**config.mk**
```make
export PLATFORM = sky130hd
export DESIGN_NAME = serial_subtractor_flat
export DESIGN_NICKNAME = d
export VERILOG_FILES = /design/src/rtl/serial_subtractor_if.sv /design/src/rtl/serial_subtractor.sv /design/src/flat_wrapper.sv
export SDC_FILE = /design/constraint.sdc
export NUM_CORES = 1
export LEC_CHECK = 0
export BUFFER_PORTS_ARGS = -buffer_cell sky130_fd_sc_hd__clkbuf_2
export CAP_MARGIN = 0
export CORE_ASPECT_RATIO = 1.4
export CORE_UTILIZATION = 40
export DETAILED_ROUTE_END_ITERATION = 8
export GPL_ROUTABILITY_DRIVEN = 0
export HOLD_SLACK_MARGIN = 0.05
export PLACE_DENSITY_LB_ADDON = 0.1
export RECOVER_POWER = 50
export REMOVE_ABC_BUFFERS = 1
export SKIP_CTS_REPAIR_TIMING = 1
export SLEW_MARGIN = 10
export SYNTH_ARGS = -nofsm -noshare
export SYNTH_HDL_FRONTEND = slang
export SYNTH_SLANG_ARGS = --single-unit
export TNS_END_PERCENT = 5
```
**constraint.sdc**
```tcl
create_clock -name clk -period 1.55 [get_ports clk]
set_clock_uncertainty 0.15 [all_clocks]
set_input_delay 0.0775 -clock clk [delete_from_list [all_inputs] [get_ports clk]]
set_output_delay 0.0775 -clock clk [all_outputs]
set_load 0.01 [all_outputs]
```
**src/rtl/serial_subtractor_if.sv**
```systemverilog
// serial_subtractor_if: start/busy/done handshake and operand/result bus
// for the bit-serial subtractor.
interface serial_subtractor_if #(
  parameter int WIDTH = 4
);
  logic             start;
  logic [WIDTH-1:0] x;
  logic [WIDTH-1:0] y;
  logic             busy;
  logic             done;
  logic [WIDTH:0]   z;
  logic             neg;

  modport master (
    output start,
    output x,
    output y,
    input  busy,
    input  done,
    input  z,
    input  neg
  );

  modport slave (
    input  start,
    input  x,
    input  y,
    output busy,
    output done,
    output z,
    output neg
  );
endinterface

```
**src/rtl/serial_subtractor.sv**
```systemverilog
// serial_subtractor: bit-serial z = x - y, one bit per clock, LSB first.
// Optional macro SERIAL_SUB_SAT_EN clamps negative results to zero.
module serial_subtractor #(
  parameter int WIDTH = 4
) (
  input logic                clk,
  input logic                rst_n,
  serial_subtractor_if.slave bus
);

  localparam int CW = (WIDTH > 1) ? $clog2(WIDTH) : 1;

  typedef enum logic {
    IDLE,
    RUN
  } state_t;

  state_t           r_state;
  logic [WIDTH-1:0] r_a;
  logic [WIDTH-1:0] r_b;
  logic [WIDTH-1:0] r_res;
  logic             r_borrow;
  logic [CW-1:0]    r_cnt;
  logic             r_busy;
  logic             r_done;
  logic [WIDTH:0]   r_z;
  logic             r_neg;

  logic             w_a;
  logic             w_b;
  logic             w_w;
  logic             w_d;
  logic             w_bout;
  logic             w_last;
  logic [WIDTH-1:0] w_res_next;
  logic [WIDTH:0]   w_z_fin;

  // full-subtractor cell plus next result word
  always_comb begin
    w_a    = r_a[0];
    w_b    = r_b[0];
    w_w    = r_borrow;
    w_d    = w_a ^ w_b ^ w_w;
    w_bout = (~w_a & w_b) | (~(w_a ^ w_b) & w_w);
    w_last = (r_cnt == CW'(WIDTH - 1));
    w_res_next = r_res >> 1;
    w_res_next[WIDTH-1] = w_d;
`ifdef SERIAL_SUB_SAT_EN
    w_z_fin = w_bout ? '0 : {w_bout, w_res_next};
`else
    w_z_fin = {w_bout, w_res_next};
`endif
  end

  // control FSM with registered handshake and result outputs
  always_ff @(posedge clk or negedge rst_n) begin
    if (!rst_n) begin
      r_state  <= IDLE;
      r_a      <= '0;
      r_b      <= '0;
      r_res    <= '0;
      r_borrow <= 1'b0;
      r_cnt    <= '0;
      r_busy   <= 1'b0;
      r_done   <= 1'b0;
      r_z      <= '0;
      r_neg    <= 1'b0;
    end else begin
      r_done <= 1'b0;
      unique case (r_state)
        IDLE: begin
          if (bus.start) begin
            r_a      <= bus.x;
            r_b      <= bus.y;
            r_res    <= '0;
            r_borrow <= 1'b0;
            r_cnt    <= '0;
            r_busy   <= 1'b1;
            r_state  <= RUN;
          end
        end
        RUN: begin
          r_a      <= r_a >> 1;
          r_b      <= r_b >> 1;
          r_res    <= w_res_next;
          r_borrow <= w_bout;
          r_cnt    <= r_cnt + CW'(1);
          if (w_last) begin
            r_z     <= w_z_fin;
            r_neg   <= w_bout;
            r_done  <= 1'b1;
            r_busy  <= 1'b0;
            r_state <= IDLE;
          end
        end
        default: r_state <= IDLE;
      endcase
    end
  end

  assign bus.busy = r_busy;
  assign bus.done = r_done;
  assign bus.z    = r_z;
  assign bus.neg  = r_neg;

endmodule

```
**src/flat_wrapper.sv**
```systemverilog
// flat-port wrapper written by rule: the top's interface ports become plain ports
module serial_subtractor_flat 
#(
  parameter int WIDTH = 4
)
  (clk, rst_n, bus_start, bus_x, bus_y, bus_busy, bus_done, bus_z, bus_neg);
  serial_subtractor_if #(.WIDTH(WIDTH)) bus_i ();
  input logic clk;
  input logic rst_n;
  input wire logic [$bits(bus_i.start)-1:0] bus_start;
  input wire logic [$bits(bus_i.x)-1:0] bus_x;
  input wire logic [$bits(bus_i.y)-1:0] bus_y;
  output wire logic [$bits(bus_i.busy)-1:0] bus_busy;
  output wire logic [$bits(bus_i.done)-1:0] bus_done;
  output wire logic [$bits(bus_i.z)-1:0] bus_z;
  output wire logic [$bits(bus_i.neg)-1:0] bus_neg;
  assign bus_i.start = bus_start;
  assign bus_i.x = bus_x;
  assign bus_i.y = bus_y;
  assign bus_busy = bus_i.busy;
  assign bus_done = bus_i.done;
  assign bus_z = bus_i.z;
  assign bus_neg = bus_i.neg;
  serial_subtractor #(.WIDTH(WIDTH)) u_core (.clk(clk), .rst_n(rst_n), .bus(bus_i));
endmodule
```
==> impl_metrics.env, run 1 <==
export IMPL_avgSynthCellArea_um2=12.67
export IMPL_end_kind="register"
export IMPL_diodes=0
export IMPL_p_seq_share_pct=49.3
export IMPL_path_clk_slew_ns=0.12
export IMPL_final_common_cell="dfrtp_1"
export IMPL_p_sw_mw=0.6308
export IMPL_maxSlewViolCount=0
export IMPL_die_h_um=58.50
export IMPL_io_pins=19
export IMPL_ir_drop_mv=0.8193
export IMPL_grt_util_met3_pct=1.840
export IMPL_rows=20
export IMPL_worst_setup_path_start_kind="register"
export IMPL_overflow=0
export IMPL_drt_first_pass_iters=4
export IMPL_min_path_type="in2async"
export IMPL_die_area_mm2=0.002478
export IMPL_slowest_delay_ns=0.49
export IMPL_seq_area_frac_synth_pct=60.36
export IMPL_cp_cell_sequence="inv_1 -> fa_1 -> mux2_2"
export IMPL_grt_pass1_vias=611
export IMPL_synth_seq_cells=22
export IMPL_htreeDepth=1
export IMPL_cp_max_fo=2
export IMPL_numPortBuffers=18
export IMPL_die_w_um=42.36
export IMPL_wl_per_cell_um=12.25
export IMPL_grt_first_pass_wirelength_um=2635
export IMPL_powerDensity_mw_per_mm2=1688
export IMPL_drc=0
export IMPL_hold_violations=0
export IMPL_clockRootBuffer="clkbuf_4"
export IMPL_arrival_ns=1.50
export IMPL_netlist_area_um2=912.1
export IMPL_fmax_mhz=691.5
export IMPL_place_inst=110
export IMPL_antenna_found_initial=0
export IMPL_layout_common_cells="dfrtp_1 (22), clkbuf_2 (14), dlygate4sd3_1 (10)"
export IMPL_nets=116
export IMPL_tightest_slew_ns=0.5410
export IMPL_sw_frac_of_total_pct=32.47
export IMPL_finalSetupViolations=0
export IMPL_combPwrFrac_pct=34.8
export IMPL_slew_headroom_pct=63.93
export IMPL_ant_nets=0
export IMPL_clock_latency_ns=0.30
export IMPL_cts_num_sinks=22
export IMPL_grt_use_met2_pct=24.84
export IMPL_drtIter0Drc=7
export IMPL_start_util_pct=42.38
export IMPL_vias=618
export IMPL_drive_gt1_share_pct=26.47
export IMPL_finalNonFillerCells=124
export IMPL_cp_slowest_cell="fa_1"
export IMPL_clk_path_buf_depth=2
export IMPL_numCtsBuffers=3
export IMPL_core_mm2=0.002152
export IMPL_status="finished, final reports clean"
export IMPL_critPathKind="reg2reg"
export IMPL_crit_required_ns=1.60
export IMPL_p_leak_nw=0.5864
export IMPL_routed_wl_um=1519
export IMPL_rsz0062_at_grt="no"
export IMPL_top_usage_layer="met2"
export IMPL_gr_usage_met1_pct=16.43
export IMPL_synth_distinct_cells=14
export IMPL_area_growth_pct=26.20
export IMPL_drv_cap=0
export IMPL_synth_cells=72
export IMPL_p_clk_share_pct=15.9
export IMPL_tns_ns=0
export IMPL_yosys_warnings=0
export IMPL_fin_crit_sh_pct=93.30
export IMPL_cts_tree="yes"
export IMPL_grt_max_degree=23
export IMPL_dpl_hpwl_um=1012
export IMPL_viasPerCell=4.984
export IMPL_p_int_mw=1.312
export IMPL_track_usage_pct=14.31
export IMPL_fin_crit_ns=1.446
## worst paths after layout
kind / slack, ns / endpoint / start / cells after the start
max in group asynchronous: 0.76 / u_core.r_cnt[1] / rst_n / 2
min in group clk: 0.35 / u_core.r_a[1] / u_core.r_a[2] / 2
worst min register to register: 0.35 / u_core.r_a[1] / u_core.r_a[2] / 2
worst min-delay path: 0.12 / u_core.bus.done / rst_n / 2
worst max-delay path: 0.10 / u_core.bus.z[3] / u_core.r_b[0] / 3
worst max register to register: 0.10 / u_core.bus.z[3] / u_core.r_b[0] / 3
## cell families (layout without fill, tap and decap cells)
| logic type | after synthesis | in the layout | synth area share (%) |
|---|---|---|---|
| adder cells (fa/ha/maj) | 2 | 2 | 3.566 |
| multiplexers | 15 | 15 | 17.28 |
| flip-flops | 22 | 22 | 60.36 |
| AND/OR/NAND/NOR | 11 | 11 | 4.801 |
| AO/OA/AOI/OAI | 12 | 12 | 8.780 |
| buffers and inverters | 10 | 40 | 5.212 |
## per-stage QoR
| stage | hold WS (ns) | power (mW) | util (%) | setup slack, ns | instance area, um2 |
|---|---|---|---|---|---|
| after floorplan | -0.3681 | 1.407 | - | 0.1637 | 887.1 |
| after global placement | -0.05839 | 1.623 | 47.38 | 0.1587 | 1020 |
| after detailed placement | -0.06134 | 1.654 | 47.38 | 0.1207 | 1020 |
| after CTS | -0.4146 | 1.969 | 49.07 | 0.09792 | 1056 |
| after global routing | 0.1608 | 2.117 | 53.49 | 0.04653 | 1151 |
| final | 0.1233 | 1.943 | 53.49 | 0.1039 | 1151 |
## worst max-delay path, delay by kind of cell, from the launching register on
kind                     cells  cell delay, ns
multiplexers                 1            0.27
adder cells (fa/ha/maj)      1            0.49
buffers and inverters        1            0.06
flip-flops                   1            0.37
## layer usage
metal | wire (um) | vias up
li1 | - | 301
met1 | 662 | 302
met4 | 17 | 0
met2 | 794 | 13
met3 | 43 | 2
met5 | 0 | -
## cell usage after synthesis
library cell   n  area (um2)
a22o_1         5       43.79
buf_2          2       10.01
buf_4          2       15.01
dfrtp_1       22       550.5
fa_1           1       20.02
ha_1           1       12.51
inv_1          6       22.52
mux2_2         6       67.56
mux2i_1        9       90.09
nand2_1        6       22.52
nand2_2        1       6.260
nor2_1         4       15.01
o21ai_0        6       30.03
o22ai_1        1       6.260
## final cells by class
cell class,count,area [um2]
fillers,211,1001
flip-flops and latches,22,550.5
multi-input cells,40,314.1
repair buffers,30,200.2
clock buffers,4,36.28
well taps,22,27.53
inverters,6,22.52
## sequential cells by signal (all words and copies together), names as in the netlist
signal,count
u_core.bus.busy,1
u_core.bus.done,1
u_core.bus.neg,1
u_core.bus.z,4
u_core.r_a,4
u_core.r_b,4
u_core.r_borrow,1
u_core.r_cnt,2
u_core.r_res,3
u_core.r_state,1
## power groups by stage
stage / Combinational, mW / Sequential (mW) / Clock (mW)
after floorplan: 0.394 / 1.01 / 0
after global placement: 0.665 / 0.959 / 0
after detailed placement: 0.681 / 0.973 / 0
after CTS: 0.681 / 0.962 / 0.327
after global routing: 0.776 / 0.993 / 0.349
final: 0.677 / 0.958 / 0.308
(Power assumes the default switching activity.)
==> run 2, diff against run 1 <==
CORE_MARGIN = 8   (was not set)
MAX_ROUTING_LAYER = met4   (was not set)
TNS_END_PERCENT = 30   (was 5)
==> run 2 against run 1 <==
  * Setup slack better by 0.017 ns
  * Die area is 65% higher
  * Critical path type unchanged
  * Sequential power is 0.8% lower
  * Clock power rose by 45%
  * Non-clock buffer count unchanged
  * Highest routed layer unchanged
  * Clock-buffer cell count is 1 lower
  * Worst hold slack lost 0.021 ns
==> impl_metrics.env, run 2 (same netlist as run 1, synthesis figures left out) <==
export IMPL_status="finished, final reports clean"
export IMPL_grt_pass1_vias=599
export IMPL_tns_ns=0
export IMPL_area_growth_pct=27.98
export IMPL_p_clk_share_pct=21.5
export IMPL_fillerInstances=197
export IMPL_numPortBuffers=18
export IMPL_gr_usage_met1_pct=9.715
export IMPL_finalSetupViolations=0
export IMPL_finalNonFillerCells=124
export IMPL_tightest_slew_ns=0.5298
export IMPL_final_common_cell="dfrtp_1"
export IMPL_crit_buf_inv=1
export IMPL_arrival_ns=1.50
export IMPL_whs_ns=0.1019
export IMPL_p_leak_nw=0.5934
export IMPL_htreeDepth=1
export IMPL_maxSlewViolCount=0
export IMPL_dpl_hpwl_um=1140
export IMPL_io_pins=19
export IMPL_drv_cap=0
export IMPL_clockRootBuffer="clkbuf_4"
export IMPL_grt_use_met2_pct=12.61
export IMPL_cp_max_fo=2
export IMPL_r2r_start="u_core.r_b[0]"
export IMPL_ir_drop_mv=0.7164
export IMPL_drt_first_pass_iters=2
export IMPL_grt_util_met3_pct=2.269
export IMPL_rsz0062_at_grt="no"
export IMPL_p_sw_mw=0.6478
export IMPL_die_w_um=56.36
export IMPL_p_seq_share_pct=45.8
export IMPL_dpl_cell_area_mm2=0.001020
export IMPL_fin_crit_sh_pct=92.19
export IMPL_fmax_mhz=699.8
export IMPL_powerDensity_mw_per_mm2=1778
export IMPL_start_util_pct=41.90
export IMPL_nets=116
export IMPL_drc=0
export IMPL_clock_latency_ns=0.32
export IMPL_fin_ws_ns=0.1210
export IMPL_stdcell_area_mm2=0.001167
export IMPL_pre_cts_ws_ns=0.1309
export IMPL_rows=20
export IMPL_viasPerCell=4.944
export IMPL_slowest_delay_ns=0.48
export IMPL_r2r_end="u_core.bus.z[3]"
export IMPL_min_path_type="in2async"
export IMPL_drtIter0Drc=1
export IMPL_worst_setup_path_start_kind="register"
export IMPL_core_mm2=0.002177
export IMPL_register_area_um2=550.5
export IMPL_clk_path_buf_depth=2
export IMPL_sw_frac_of_total_pct=31.20
export IMPL_layout_common_cells="dfrtp_1 (22), clkbuf_2 (14), dlygate4sd3_1 (10)"
export IMPL_ant_nets=0
export IMPL_combPwrFrac_pct=32.8
export IMPL_diodes=0
export IMPL_numCtsBuffers=3
export IMPL_wl_per_cell_um=13.19
export IMPL_cp_slowest_cell="fa_1"
export IMPL_cts_tree="yes"
export IMPL_p_total_mw=2.076
export IMPL_die_h_um=72.50
export IMPL_final_core_util_pct=53.62
export IMPL_grt_max_degree=23
export IMPL_end_kind="register"
export IMPL_vias=613
export IMPL_crit_required_ns=1.62
export IMPL_r2r_cells=3
export IMPL_slew_headroom_pct=64.68
export IMPL_critPathKind="reg2reg"
export IMPL_hold_violations=0
export IMPL_ff2ff_setup_slack_ns=0.12
export IMPL_multi_input_area_um2=314.1
export IMPL_path_depth=3
export IMPL_die_area_mm2=0.004086
export IMPL_cts_num_sinks=22
export IMPL_track_usage_pct=8.438
export IMPL_cp_cell_sequence="inv_1 -> fa_1 -> mux2_2"
export IMPL_antenna_found_initial=0
export IMPL_grt_first_pass_wirelength_um=2670
export IMPL_top_usage_layer="met2"
export IMPL_p_int_mw=1.428
export IMPL_path_clk_slew_ns=0.13
export IMPL_crit_family="adder cells"
export IMPL_routed_wl_um=1636
export IMPL_overflow=0
export IMPL_drive_gt1_share_pct=26.47
export IMPL_place_inst=110
export IMPL_fin_crit_ns=1.429
==> run 2: cell types whose count changed in the layout (fill, tap and decap cells not counted), sizes merged <==
cell    before  now
bufinv       0    1
clkbuf      22   21
==> run 2: cell type report <==
cell class | instances | area share [%]
flip-flops and latches | 22 | 47.16
clock buffers | 3 | 1.929
inverters | 6 | 1.929
repair buffers | 30 | 17.15
multi-input cells | 40 | 26.90
clock inverters | 1 | 2.572
well taps | 22 | 2.358
==> run 2: worst max path at each step <==
stage                      endpoint           start  slack [ns]
detailed placement  u_core.bus.z[3]   u_core.r_b[0]        0.13
CTS                 u_core.bus.z[3]   u_core.r_b[0]        0.11
floorplan           u_core.r_cnt[0]  u_core.r_state        0.16
finish              u_core.bus.z[3]   u_core.r_b[0]        0.12
global route        u_core.bus.z[3]   u_core.r_b[0]        0.05
global placement    u_core.bus.z[3]   u_core.r_b[0]        0.16
==> run 2: power by group through the flow <==
stage	clock network (mW)	registers (mW)	logic, mW
after global routing	0.471	0.987	0.773
final	0.446	0.950	0.680
after floorplan	0	1.01	0.394
after global placement	0	0.961	0.679
after detailed placement	0	0.970	0.693
after CTS	0.457	0.955	0.695
==> run 2: metal layers <==
| layer | vias up | wire length (um) |
|---|---|---|
| li1 | 301 | - |
| met1 | 294 | 721 |
| met2 | 14 | 790 |
| met3 | 4 | 93 |
| met4 | 0 | 31 |
| met5 | - | 0 |
==> run 2: worst reg2reg max path, cell delays in order (launching register included) <==
cell and delay [ns]:
dfrtp_1 0.37, inv_1 0.06, fa_1 0.48, mux2_2 0.27
